--- config.mk ---
export PLATFORM = sky130hd
export DESIGN_NAME = prog_loader_flat
export DESIGN_NICKNAME = d
export VERILOG_FILES = /design/src/rtl/prog_loader_pkg.sv /design/src/rtl/prog_loader_if.sv /design/src/rtl/prog_fifo.sv /design/src/rtl/prog_loader.sv /design/src/flat_wrapper.sv
export SDC_FILE = /design/constraint.sdc
export NUM_CORES = 1
export LEC_CHECK = 0
export BUFFER_PORTS_ARGS = -buffer_cell sky130_fd_sc_hd__buf_2
export CAP_MARGIN = 20
export CORE_MARGIN = 2
export CORE_UTILIZATION = 45
export DETAILED_ROUTE_END_ITERATION = 10
export GPL_TIMING_DRIVEN = 0
export PLACE_DENSITY = 0.63
export SLEW_MARGIN = 20
export SYNTH_ARGS = -nofsm -noshare
export SYNTH_HDL_FRONTEND = slang
export SYNTH_SLANG_ARGS = --single-unit
--- constraint.sdc ---
create_clock -name clk -period 2.76 [get_ports clk]
set_clock_uncertainty 0.05 [all_clocks]
set_input_delay 0.276 -clock clk [delete_from_list [all_inputs] [get_ports clk]]
set_output_delay 0.276 -clock clk [all_outputs]
set_load 0.05 [all_outputs]
--- src/rtl/prog_loader_pkg.sv ---
// ============================================================
// prog_loader_pkg : shared types and constants for prog_loader
// Rev 1.0
// ============================================================
`default_nettype none

package prog_loader_pkg;

   localparam int MEM_BYTES = 64;
   localparam int BYTE_W    = 8;

   typedef enum logic [2:0] {
      ST_IDLE    = 3'd0,
      ST_GET_LEN = 3'd1,
      ST_GET_PAY = 3'd2,
      ST_GET_CHK = 3'd3,
      ST_STREAM  = 3'd4,
      ST_RUN     = 3'd5,
      ST_ERROR   = 3'd6
   } state_t;

   // A frame is legal when it is non-empty and ends inside processor memory.
   function automatic logic frame_fits(input logic [BYTE_W-1:0] addr,
                                       input logic [BYTE_W-1:0] len);
      logic [BYTE_W:0] end_addr;
      end_addr = {1'b0, addr} + {1'b0, len};
      return (len != '0) && (end_addr <= (BYTE_W+1)'(MEM_BYTES));
   endfunction

endpackage

`default_nettype wire

--- src/rtl/prog_loader_if.sv ---
// ============================================================
// prog_loader_if : host byte-stream valid/ready handshake
// Rev 1.0
// ============================================================
`default_nettype none

interface prog_loader_if;
   import prog_loader_pkg::*;

   logic              s_valid;
   logic [BYTE_W-1:0] s_data;
   logic              s_ready;

   modport master (output s_valid, output s_data, input s_ready);
   modport slave  (input s_valid, input s_data, output s_ready);
endinterface

`default_nettype wire

--- src/rtl/prog_fifo.sv ---
// ============================================================
// prog_fifo : single-clock show-ahead FIFO for frame payload
// Rev 1.0
// ============================================================
`default_nettype none

module prog_fifo #(
   parameter int DEPTH = 64,
   parameter int WIDTH = 8
) (
   input  logic             clk,
   input  logic             rst,
   input  logic             flush,
   input  logic             push,
   input  logic [WIDTH-1:0] wr_data,
   input  logic             pop,
   output logic [WIDTH-1:0] rd_data,
   output logic             full,
   output logic             empty
);
   localparam int AW = $clog2(DEPTH);

   // Extra MSB distinguishes full from empty when the indices coincide.
   logic [AW:0]      r_wr_ptr;
   logic [AW:0]      r_rd_ptr;
   logic [WIDTH-1:0] r_mem [DEPTH];
   logic             w_do_push;
   logic             w_do_pop;

   assign empty     = (r_wr_ptr == r_rd_ptr);
   assign full      = (r_wr_ptr[AW] != r_rd_ptr[AW]) &&
                      (r_wr_ptr[AW-1:0] == r_rd_ptr[AW-1:0]);
   assign w_do_push = push && !full;
   assign w_do_pop  = pop && !empty;
   assign rd_data   = r_mem[r_rd_ptr[AW-1:0]];

   always_ff @(posedge clk) begin
      if (!rst || flush) begin
         r_wr_ptr <= '0;
         r_rd_ptr <= '0;
      end else begin
         if (w_do_push) r_wr_ptr <= r_wr_ptr + 1'b1;
         if (w_do_pop)  r_rd_ptr <= r_rd_ptr + 1'b1;
      end
   end

   always_ff @(posedge clk) begin
      if (w_do_push) r_mem[r_wr_ptr[AW-1:0]] <= wr_data;
   end

endmodule

`default_nettype wire

--- src/rtl/prog_loader.sv ---
// ============================================================
// prog_loader : buffers an ADDR/LEN/payload frame, streams it to the core
// Optional trailing CHK byte: define PROG_LOADER_CHECKSUM_EN.  Rev 1.0
// ============================================================
`default_nettype none

module prog_loader
   import prog_loader_pkg::*;
#(
   parameter int BUF_DEPTH = MEM_BYTES
) (
   input  logic              clk,
   input  logic              rst,
   prog_loader_if.slave      host,
   output logic [BYTE_W-1:0] ld_data,
   output logic              ld_start,
   output logic              proc_rst_n,
   output logic              busy,
   output logic              err
);

   state_t            r_state, w_state_nx;
   logic              r_armed;
   logic [BYTE_W-1:0] r_addr, w_addr_nx;
   logic [BYTE_W-1:0] r_len, w_len_nx;
   logic [BYTE_W-1:0] r_cnt, w_cnt_nx;
   logic              w_ready;
   logic              w_push, w_pop, w_flush;
   logic              w_full, w_empty;
   logic [BYTE_W-1:0] w_rd_data;
`ifdef PROG_LOADER_CHECKSUM_EN
   logic [BYTE_W-1:0] r_sum, w_sum_nx;
`endif

   assign host.s_ready = w_ready;

   prog_fifo #(
      .DEPTH (BUF_DEPTH),
      .WIDTH (BYTE_W)
   ) u_fifo (
      .clk     (clk),
      .rst     (rst),
      .flush   (w_flush),
      .push    (w_push),
      .wr_data (host.s_data),
      .pop     (w_pop),
      .rd_data (w_rd_data),
      .full    (w_full),
      .empty   (w_empty)
   );

   // r_armed keeps s_ready low for the first cycle out of reset.
   always_ff @(posedge clk) begin
      if (!rst) begin
         r_state <= ST_IDLE;
         r_armed <= 1'b0;
         r_addr  <= '0;
         r_len   <= '0;
         r_cnt   <= '0;
      end else begin
         r_state <= w_state_nx;
         r_armed <= 1'b1;
         r_addr  <= w_addr_nx;
         r_len   <= w_len_nx;
         r_cnt   <= w_cnt_nx;
      end
   end

`ifdef PROG_LOADER_CHECKSUM_EN
   always_ff @(posedge clk) begin
      if (!rst) r_sum <= '0;
      else      r_sum <= w_sum_nx;
   end
`endif

   always_comb begin
      w_state_nx = r_state;
      w_addr_nx  = r_addr;
      w_len_nx   = r_len;
      w_cnt_nx   = r_cnt;
`ifdef PROG_LOADER_CHECKSUM_EN
      w_sum_nx   = r_sum;
`endif
      w_ready    = 1'b0;
      w_push     = 1'b0;
      w_pop      = 1'b0;
      w_flush    = 1'b0;
      ld_data    = '0;
      ld_start   = 1'b0;
      proc_rst_n = 1'b0;
      busy       = 1'b0;
      err        = 1'b0;

      case (r_state)
         ST_IDLE: begin
            w_ready = r_armed;
            if (r_armed && host.s_valid) begin
               w_addr_nx  = host.s_data;
               w_cnt_nx   = '0;
               w_state_nx = ST_GET_LEN;
`ifdef PROG_LOADER_CHECKSUM_EN
               w_sum_nx   = host.s_data;
`endif
            end
         end

         ST_GET_LEN: begin
            busy    = 1'b1;
            w_ready = 1'b1;
            if (host.s_valid) begin
               if (!frame_fits(r_addr, host.s_data)) begin
                  w_state_nx = ST_ERROR;
               end else begin
                  w_len_nx   = host.s_data;
                  w_state_nx = ST_GET_PAY;
`ifdef PROG_LOADER_CHECKSUM_EN
                  w_sum_nx   = r_sum + host.s_data;
`endif
               end
            end
         end

         ST_GET_PAY: begin
            busy    = 1'b1;
            w_ready = !w_full;
            if (host.s_valid && !w_full) begin
               w_push   = 1'b1;
               w_cnt_nx = r_cnt + 8'd1;
`ifdef PROG_LOADER_CHECKSUM_EN
               w_sum_nx = r_sum + host.s_data;
`endif
               if ((r_cnt + 8'd1) == r_len) begin
                  w_cnt_nx   = '0;
`ifdef PROG_LOADER_CHECKSUM_EN
                  w_state_nx = ST_GET_CHK;
`else
                  w_state_nx = ST_STREAM;
`endif
               end
            end
         end

`ifdef PROG_LOADER_CHECKSUM_EN
         ST_GET_CHK: begin
            busy    = 1'b1;
            w_ready = 1'b1;
            if (host.s_valid) begin
               w_state_nx = (host.s_data == r_sum) ? ST_STREAM : ST_ERROR;
            end
         end
`endif

         // Count 0 presents ADDR, counts 1..LEN pop payload in order.
         ST_STREAM: begin
            busy       = 1'b1;
            proc_rst_n = 1'b1;
            if (r_cnt == '0) begin
               ld_data = r_addr;
            end else begin
               ld_data = w_empty ? '0 : w_rd_data;
               w_pop   = 1'b1;
            end
            if (r_cnt == r_len) w_state_nx = ST_RUN;
            else                w_cnt_nx   = r_cnt + 8'd1;
         end

         ST_RUN: begin
            ld_start   = 1'b1;
            proc_rst_n = 1'b1;
         end

         ST_ERROR: begin
            err     = 1'b1;
            w_flush = 1'b1;
         end

         default: w_state_nx = ST_IDLE;
      endcase
   end

endmodule

`default_nettype wire
--- src/flat_wrapper.sv ---
// flat-port wrapper written by rule: the top's interface ports become plain ports
module prog_loader_flat import prog_loader_pkg::*;
#(
   parameter int BUF_DEPTH = MEM_BYTES
)
  (clk, rst, ld_data, ld_start, proc_rst_n, busy, err, host_s_valid, host_s_data, host_s_ready);
  prog_loader_if host_i ();
  input  logic clk;
  input  logic rst;
  output logic [BYTE_W-1:0] ld_data;
  output logic ld_start;
  output logic proc_rst_n;
  output logic busy;
  output logic err;
  input wire logic [$bits(host_i.s_valid)-1:0] host_s_valid;
  input wire logic [$bits(host_i.s_data)-1:0] host_s_data;
  output wire logic [$bits(host_i.s_ready)-1:0] host_s_ready;
  assign host_i.s_valid = host_s_valid;
  assign host_i.s_data = host_s_data;
  assign host_s_ready = host_i.s_ready;
  prog_loader #(.BUF_DEPTH(BUF_DEPTH)) u_core (.clk(clk), .rst(rst), .host(host_i), .ld_data(ld_data), .ld_start(ld_start), .proc_rst_n(proc_rst_n), .busy(busy), .err(err));
endmodule
# == Word-level counts from Yosys, hierarchy flattened ==
# Memories as Yosys holds them, arrays and structs flattened. A register that Yosys moved wholly into a read port is not among the register bits.
# Cells that the tools add are included.
# totals
regBits,42
mem_bits_rw,512
in_bits,11
wordCells,80
n_memories,1
# memory_table
memory,words,word_bits,read_ports,rd_ports_with_merged_regs,write_ports,line,rtl
u_core.u_fifo.r_mem,64,8,1,1,1,prog_fifo.sv:26,logic [WIDTH-1:0] r_mem [DEPTH];
# op_classes
addsub,4
magnitude_cmp,1
eq_ne,16
muxes,29
n_bitwise,1
n_reduce_logical,21
# op_table
operator,count
two-way mux 8 bit,7
case mux 8 bit (3 select lines),1
two-way mux 3 bit,6
equality test 8 bit,2
case mux 3 bit (5 select lines),1
"adder 7 x 1 -> 7 bit, second input constant",2
two-way mux 6 bit,2
two-way mux 1 bit,11
adder 8 x 8 -> 9 bit,1
"equality test 3 bit, second input constant",3
"<= comparator 9 x 7 -> 1 bit, second input constant",1
"adder 8 x 1 -> 8 bit, second input constant",1
zero test 8 bit,1
"!= test 2 x 1 -> 1 bit, second input constant",4
nonzero test 8 bit,1
equality test 7 bit,1
equality test 6 bit,1
logical AND 1 bit,6
AND reduction 6 bit,1
"!= test 2 bit, second input constant",2
AND reduction 4 bit,1
OR reduction 2 bit,2
"equality test 3 x 1 -> 1 bit, second input constant",1
"equality test 3 x 2 -> 1 bit, second input constant",1
10 further kinds,12

# == Logic depth before layout (Yosys ltp) ==
# Gate-level depths: netlist (run 1).
# logic_depth
word_depth,9
ltp_mapped,9
mapped_depth_nobuf,8

# == Hierarchy ==
# From an unflattened synthesis (run 1), not the netlist that was laid out.
# unflattened
cells_unflattened,1296
hier_area_um2,22985.8
# modules_own_cells
mod,instances,cells_per_inst,area_each_um2,seq_area_each_um2
prog_fifo,1,1035,20863.8,15775.1
prog_loader,1,261,2122.0,560.5

# == Worst setup path after synthesis (run 1) ==
# No wires, ideal clock.
# synth_path
path_kind,reg-to-output
from,register (tool-made name)
to,output port ld_data[1]
t_arrival_ns,2.408
path_slack_ns,0.026
path_stages_with_launch,8
path_cell_list,dfxtp_1 -> clkbuf_1 -> buf_1 -> mux4_2 -> a22oi_1 -> nand2_1 -> a22oi_1 -> nand3_1
# synth_lines
element,line,rtl
end: declaration,flat_wrapper.sv:10,output logic [BYTE_W-1:0] ld_data;

# == Final worst setup path (run 1) ==
# layout_path
from,register u_core.r_cnt[1]
to,output port ld_data[5]
# layout_between
elab_chain_cells,3
# layout_lines
element,line,rtl
start: declaration,prog_loader.sv:26,"logic [BYTE_W-1:0] r_cnt, w_cnt_nx;"
start signal: assignment,prog_loader.sv:65,r_cnt <= w_cnt_nx;
zero test 8 bit,prog_loader.sv:157,if (r_cnt == '0) begin
two-way mux 8 bit,prog_loader.sv:157,
two-way mux 8 bit,prog_loader.sv:94,case (r_state)
# Every way passes these cells.

==> flow_results.org, run 1 <==
** Run status
- Outcome :: finished, violations left
- The final reports fail on negative setup slack.

** Detailed routing
- Number of vias in the routed layout :: 12200
- In the final routed layout, each cell accounts on average for 25.0 um.
- First-iteration detailed-routing DRC count :: 1143
- Number of routed nets with antenna violations :: 0
- DRC Markers :: 0
- After detailed routing, the total wire length is 53300 um.
- The pre-antenna-repair detailed-routing pass consisted of 5 iterations.
- In the routed layout, each cell is associated on average with a via count of 5.75.

** Final layout
- Register cell area after layout :: 16300 um2
- In the final layout, the multi-input gates occupy 6790 um2.
- Layout net count :: 1438
- Final standard cell area without fillers :: 26600 um2
- Area delta synth->final :: 17.3%
- Counting the fill cells in the layout gives 3988.
- Fin cells :: 2130
- Share of layout cells above drive strength 1 :: 27.0%

** Synth
- Post-synthesis adder-cell area fraction :: 0.750%
- By instance count, the leading cell after synthesis is edfxtp_1.
- Yosys mapped a number of flops with a built-in enable equal to 512.
- When the netlist entered floorplanning its net count stood at 1344.
- The share of synthesized area in the top cell type comes to 67.8%.
- Post-synthesis sequential area ratio :: 72.0%
- Mapped Cells :: 1320
- Most area-consuming cells after synthesis :: edfxtp_1 (68%), mux4_2 (9.7%), mux2i_1 (4.3%), dfxtp_1 (4.2%), a22oi_1 (2.1%)
- Post-synthesis share of cell area spent on and, or, nand and nor gates :: 6.00%
- Yosys warns :: 0
- Summing the areas of all xor and xnor instances in the mapped netlist gives 1.31% of the synthesized area.
- Counting instances in the post-synthesis netlist gives the leading cell types as edfxtp_1 (512), nor2_1 (126), mux2i_1 (98), mux4_2 (98), nand2_1 (77).
- The synthesized netlist devotes 4.40% of its cell area to compound gates.
- Number of unique standard cell types used by synthesis :: 61
- In the synthesized netlist the async set-or-reset flop fraction comes to 0%.
- Multiplexer area fraction after synthesis :: 14.1%
- Netlist Area Pre-Place :: 22700 um2
- By area, the combinational part of the netlist is dominated by multiplexers.
- A synthesized cell averages 17.2 um2.
- Yosys top cell by area :: edfxtp_1
- Most instantiated flip-flop cell in the synthesis netlist :: edfxtp_1
- FF+latch count, synth :: 560

** STA
- Actual transition at the worst max-transition pin :: 1.05 ns
- Headroom to the max-slew limit came out at 30.1%.
- Ratio of final minimum period to clock period :: 119%
- Final hold violation count :: 0
- Max Transition Viols Final :: 0
- The smallest clock period supported by the final layout is computed as 3.28 ns.
- Worst path setup slack after routing :: -0.523 ns
- Setup violations remaining at the end of the flow were counted as 24.
- Timing would allow up to 305 MHz.
- Setup repair after global routing could not meet its margin everywhere.

** CTS
- Max Root-Sink Buffers :: 3
- CTS tree :: yes
- Maximum level of the CTS H-tree :: 2
- CTS placed an instance of clkbuf_16 at the clock tree root.
- At the later pin of the worst-skew pair, clock insertion delay measures 0.61 ns.
- Clock-pin slew was measured on the worst setup and hold paths at 0.06 ns.
- Sink count of the clock tree :: 560
- Clock buffers created by TritonCTS :: 55

** Setup path
- Tracing the worst setup path back leads to its startpoint at u_core.r_cnt[1].
- Arrival time worst endpoint :: 2.96 ns
- The number of buffers and inverters on the critical path is 2.
- Crit. End Element :: output port
- Maximum fanout along the worst path :: 8
- The critical path in this run is classified as register to output port.
- The slowest stage of the critical path is the or4b_4 cell.
- The worst setup path is launched from a register.
- Cell-by-cell trace of the critical path :: inv_4 > ha_4 > or4b_4 > nor4_4 > a211oi_4 > and3b_2 > a22oi_2 > nand3_2 > buf_8
- R2R depth :: 7
- In this run the worst setup path terminates at ld_data[5].
- Number of gates on the worst path with buffers counted :: 9
- Reg-to-reg startpoint :: u_core.u_fifo.r_wr_ptr[0]
- In this design, the stage delay of the slowest critical-path cell is 0.47 ns.
- For flop-to-flop paths, the worst setup slack is -0.33 ns.
- Worst reg2reg endpoint :: u_core.u_fifo.r_mem[31][5]
- Cell class contributing the biggest share of worst-path delay :: simple AND/OR/NAND/NOR gates
- Data on the critical path is required at its endpoint by 2.43 ns.

** Worst hold path
- Worst Hold Launch :: host_s_data[7]
- The tightest min-delay check is of the primary input to register type.

** Floorplan
- Die Area :: 52200 um2
- The die is 229 um wide.
- Core Region :: 50000 um2
- The floorplan has 82 rows.
- Number of placed I/O pins :: 24
- Once the floorplan was initialized, standard cells occupied 45.4% of the core.
- Die H :: 229 um

** GRT
- Global-route wire length before repair :: 79100 um
- Overall Global Routing Usage :: 20.5%
- Number of antenna violations at the first check in global routing :: 0
- The via count of the first global-routing pass came to 12400.
- Entering global routing, the biggest net connects 70 pins.
- Global route total overflow :: 0

** Placed design
- The congestion estimate from routability-driven global placement came to 0.898.
- After legalization and detailed placement, the total HPWL measured 33400 um.
- Before CTS, the worst setup slack after placement is -1.16 ns.
- The number of placed instances, taps included, is 2015.
- Dpl cell area :: 23700 um2
- Count of buffers inserted at the top-level ports :: 23

** Power
- PnR Total Power :: 17400 uW
- Pleak :: 0.00826 uW
- Power spread over the standard cell area amounts to 654 nW/um2.
- Largest vdd supply drop :: 0.471 mV

** Job
- Across the run, the number of max-cap violations was 0.
[power by group]
part | switching (uW) | total [uW] | internal [uW]
combinational | 798 | 1140 | 342
clock | 3090 | 6920 | 3830
sequential | 45.9 | 9350 | 9300
total | 3930 | 17400 | 13500
[area by class of cell]
class                           instances  area share [%]
Buffer                                 64            1.90
Tap cell                              672            3.16
Clock buffer                           76            5.70
Sequential cell                       560            61.5
Timing Repair Buffer                   42            1.56
Antenna cell                            1         0.00941
Multi-Input combinational cell        679            25.5
Inverter                               12           0.188
Clock inverter                         24           0.503
[registers in the layout (all words and copies together) (netlist names), named ones only]
signal,cells
u_core.u_fifo.r_mem,512
u_core.r_addr,8
u_core.r_cnt,8
u_core.r_len,8
u_core.u_fifo.r_rd_ptr,7
u_core.u_fifo.r_wr_ptr,7
u_core.r_state,3
u_core.r_armed,1
[what timing repair did]
| item | 4_1_cts | 5_1_grt |
|---|---|---|
| endpoints found under the hold margin | 1 | 0 |
| pin swaps | 16 | 21 |
| gates cloned | 0 | 1 |
| hold buffers | 1 | 0 |
| endpoints found under the setup margin | 529 | 402 |
| setup buffers | 5 | 12 |
| gates resized for setup | 256 | 73 |
[worst min-delay path by stage]
stage	slack (ns)	depth (start not counted)	to
floorplan	0.25	0	u_core.r_armed
CTS	0.20	6	u_core.u_fifo.r_wr_ptr[4]
detailed placement	0.42	2	u_core.r_len[6]
finish	0.21	1	u_core.u_fifo.r_mem[54][7]
global route	0.24	1	u_core.u_fifo.r_mem[21][6]
global placement	0.42	2	u_core.r_len[4]
[logic make-up (layout without fill, tap and decap cells)]
group | after synthesis | count (layout)
other | 0 | 1
DFF | 560 | 560
and+or+nand+nor | 298 | 298
adders and majority gates | 13 | 13
muxes | 196 | 196
buffers and inverters | 81 | 218
xor gates and xnor gates | 34 | 34
AOI/OAI and AO/OA | 138 | 138
[through the flow]
step	hold WS [ns]	setup TNS (ns)	utilization [%]
2_1_floorplan	0.254	0	-
3_3_place_gp	0.415	-219.86	47.3
6_report	0.213	-7.07	53.2
5_1_grt	0.235	-17.93	53.2
4_1_cts	0.204	-7.20	52.4
3_5_place_dp	0.421	-234.38	47.3
[routing by layer]
metal | share of wire [%] | GRT usage, % | up-vias | routed length (um)
met5 | 0 | 0 | - | 0
met4 | 3.4 | 7.37 | 0 | 1830
met3 | 6.5 | 3.87 | 104 | 3460
met2 | 49 | 33.3 | 428 | 26100
met1 | 41 | 27.7 | 6267 | 21900
li1 | - | - | 5442 | -
[layout by cell type (no fill, tap or decap), types with 18 or more instances in the layout]
cell type / n
nor2_4: 61
mux2i_1: 96
xnor2_1: 23
mux4_2: 98
a22oi_1: 46
edfxtp_1: 512
buf_4: 25
nor2_1: 60
clkbuf_16: 57
dfxtp_1: 43
nand2_1: 70
clkbuf_1: 27
nand3_1: 18
(Power assumes the default switching activity.)
==> run 2, diff against run 1 <==
--- a/config.mk
+++ b/config.mk
@@ -15,4 +15,5 @@
 export SLEW_MARGIN = 20
 export SYNTH_ARGS = -nofsm -noshare
 export SYNTH_HDL_FRONTEND = slang
+export SYNTH_HIERARCHICAL = 1
 export SYNTH_SLANG_ARGS = --single-unit
==> flow_results.org, run 2 <==
** Run status
- Outcome :: finished, violations left
- The checks that failed: negative setup slack.

** Synth
- Number of nets in the synthesized netlist :: 1320 (-1.8%)
- Library cell with the highest instance count after synthesis :: edfxtp_1
- Number of unique standard cell types used by synthesis :: 76 (+25%)
- Top-area cell type share of the netlist area :: 66.9% (-0.90 points)
- Mapped Cells :: 1296 (-1.8%)
- Yosys top cell by area :: edfxtp_1
- Post-synthesis sequential area ratio :: 71.1% (-0.96 points)
- Netlist Area Pre-Place :: 23000 um2 (+1.3%)
- The flop and latch count out of synthesis came to 560 (unchanged).
- The count of flip-flops with a built-in enable after synthesis is 512 (unchanged).
- Among all flip-flop cells after synthesis, the most frequent one is edfxtp_1.
- In the post-synthesis netlist, the biggest area contributors are edfxtp_1 (67%), mux4_2 (12%), dfxtp_1 (4.2%), mux2i_1 (1.8%), nor2_1 (1.6%).
- Synthesized area divided by synthesized cell count :: 17.7 um2 (+3.2%)
- The fraction of synthesis flops using an asynchronous set or reset pin is 0% (unchanged).
- Sorting the synthesized cells by how often they occur yields edfxtp_1 (512), mux4_2 (124), nor2_1 (98).
- Yosys warns :: 6 (+6)

** Detailed routing
- Average detailed-routed wire length per instance :: 27.2 um (+8.8%)
- The total number of vias was 13300 (+8.2%).
- Detailed-routing iteration count for the pre-antenna-repair pass :: 7 (+2)
- Detailed-route vias per instance :: 6.06 (+5.5%)
- Total wirelength of the detailed-routed design :: 59500 um (+12%)
- DRC Markers :: 0 (unchanged)
- First-iteration detailed-routing DRC count :: 1514 (+32%)
- Number of routed nets with antenna violations :: 0 (unchanged)

** Final layout
- Leaving out fill and tap cells, the most frequent cell in the layout is edfxtp_1.
- Relative to the synthesized area, the layout overhead comes to 24.8%.
- In the layout the commonest cells are edfxtp_1 (512), mux4_2 (124), nor2_4 (65), clkbuf_16 (60), nand2_1 (53).
- Layout net count :: 1491 (+3.7%)
- The filler-free cell count of the finished design was 2185 (+2.6%).
- The ratio of cells with drive above 1 in the final layout is 36.5% (+9.5 points).
- Number of inserted diodes :: 0 (-1)
- Number of flip-flops under the largest register name :: 512 (unchanged)
- The utilization after layout is 57.1% (+3.8 points).
- The fill cell instance count of the final layout was 3701 (-7.2%).

** CTS
- Max Root-Sink Buffers :: 3 (unchanged)
- The number of sinks handled by clock tree synthesis is 560 (unchanged).
- Maximum level of the CTS H-tree :: 2 (unchanged)
- Clock Pin Slew Worst Setup and Hold Paths :: 0.06 ns (about the same)
- The total clock buffers created by CTS is 56 (+1.8%).
- CTS tree :: yes
- The clock latency on the worst-skew pair is 0.62 ns (about the same).
- Clock tree synthesis selected as its root buffer the cell clkbuf_16.

** Floorplan
- The x dimension of the die was 230 um (+0.66%).
- The core region area was 50300 um2 (+0.62%).
- The overall die area came to 52900 um2 (+1.3%).
- The initial core utilization is 45.7% (+0.33 points).
- Number of placed I/O pins :: 24 (unchanged)
- The number of placement rows is 82 (unchanged).
- Die H :: 230 um (+0.66%)

** Power
- Pleak :: 0.00888 uW (+7.5%)
- The areal power density over the cells is 603 nW/um2 (-7.8%).
- The peak supply drop was 0.486 mV (+3.2%).

** Placed design
- The worst setup slack after placement was -1.33 ns (-0.163 ns).
- The routability-driven placement congestion ratio was 0.871 (-3.0%).
- Count of buffers inserted at the top-level ports :: 23 (unchanged)
- Cell count after placement :: 1991 (-1.2%)
- Half-perimeter wire length after detailed placement :: 35800 um (+7.2%)

** STA
- The final critical-path required period came to 3.33 ns (+0.0508 ns).
- Setup repair after global routing missed its margin :: true
- The max-slew violation total from the final report came to 0 (unchanged).
- The final worst slack was -0.574 ns (-0.0508 ns).
- Worst Hold Slack :: 0.136 ns (-0.0770 ns)
- Final hold violation count :: 0 (unchanged)
- The worst slew margin relative to its limit was 25.8% (-4.3 points).
- Ratio of final minimum period to clock period :: 121% (+1.8 points)
- The highest clock frequency the design can meet was 300 MHz (-1.5%).
- The total of endpoints with negative setup slack in the final report was 8 (-67%).
- Final setup TNS :: -4.18 ns (+2.89 ns)
- Actual transition at the worst max-transition pin :: 1.11 ns (+0.0651 ns)

** Worst hold path
- Class of the tightest hold or removal check :: primary input to register

** GRT
- The number of antenna violations at the first check in global routing came to 0 (unchanged).
- The first-pass GRT wire length was 86500 um (+9.3%).
- Overall Global Routing Usage :: 22.3% (+1.9 points)
- Global route total overflow :: 0 (unchanged)
- The pin count of the biggest net entering global routing came to 70 (unchanged).
- Vias in the first global route :: 12900 (+4.5%)

** Setup path
- The critical path goes through clkbuf_4 > nand3_1 > o22ai_1 > a211o_1 > o31ai_4 > a22o_1 > buf_6.
- Launching element type of the critical path :: register
- Crit Path Class :: register to output port
- Cell class contributing the biggest share of worst-path delay :: compound AO/OA/AOI/OAI gates
- The worst setup path is captured at an output port.
- The slowest stage of the critical path is the dfxtp_1 cell.
- The count of buffering cells on the critical path with inverters included is 2 (unchanged).
- Worst stage delay on the critical path :: 0.58 ns (+0.11 ns)
- The data arrival time of the critical path was 3.01 ns (+0.05 ns).
- Required @ worst endpoint :: 2.43 ns (about the same)
- The biggest fanout along the worst timing path came to 10 (+2).

** Job
- Count of maximum capacitance violations :: 0 (unchanged)
run 2: changes by cell type after synthesis, sizes merged, moves of 15 or more:
cell   delta
nand2    -15
mux4     +26
nor2     -20
o22ai    +22
mux2i    -56
a22oi    -59
run 2: path summary, 6_finish.rpt:
kind	start	endpoint	slack, ns	depth (start not counted)
max	register	ld_data[1]	-0.57	7
min	host_s_valid	u_core/r_state[0]	0.14	4
max reg2reg	u_core/u_fifo/r_wr_ptr[4]	u_core/u_fifo/r_mem[49][2]	0.01	11
min reg2reg	u_core/r_len[2]	u_core/r_len[2]	0.42	2
run 2: area by class of cell:
class                           instances  area (um2)  area share, %
Sequential cell                       560       16300           57.0
Clock buffer                           77        1520           5.31
Inverter                               11        41.3          0.144
Clock inverter                         27         294           1.03
Timing Repair Buffer                  113        1490           5.20
Multi-Input combinational cell        651        7390           25.8
Tap cell                              672         841           2.93
Buffer                                 74         762           2.66
run 2: tightest hold or removal path: stages:
cell     delay, ns
buf_2         0.10
nand2_1       0.12
a21oi_1       0.18
nor3_1        0.06
run 2: repair_timing:
item                       in CTS  in global routing
hold buffers                    1                  0
gates resized for setup       316                100
pin swaps                      76                 58
cloned                          5                  2
hold endpoints to repair        1                  0
buffers inserted               53                 31
setup endpoints to repair     529                527
run 2: cell families (layout without fill, tap and decap cells):
kind of cell             Yosys count  after routing  synth area share, %
flip-flops                       560            560                 71.1
AND/OR/NAND/NOR                  303            303                 6.62
multiplexers                     166            166                 14.0
AO/OA/AOI/OAI                    143            143                 4.63
buffers and inverters             85            302                 1.93
XOR/XNOR                          26             26                 1.02
adder cells (fa/ha/maj)           13             13                0.740
run 2: metal layers:
metal  part of all wire, %  GRT usage [%]  vias up
met4                   3.3           6.51        0
li1                      -              -     5598
met2                    49           36.5      530
met1                    41           31.1     7007
met3                   6.8           3.67      115
met5                     0              0        -
run 2: power breakdown:
part	total (uW)	internal [uW]	switching [uW]
clock network	7560	4410	3150
logic	460	123	337
registers	9280	9260	14.4
run 2: per-stage QoR:
step | area, um2 | total power [uW]
global placement | 24000 | 9880
floorplan | 23000 | 9680
CTS | 27900 | 17400
global route | 28700 | 17800
finish | 28700 | 17300
detailed placement | 24000 | 9890
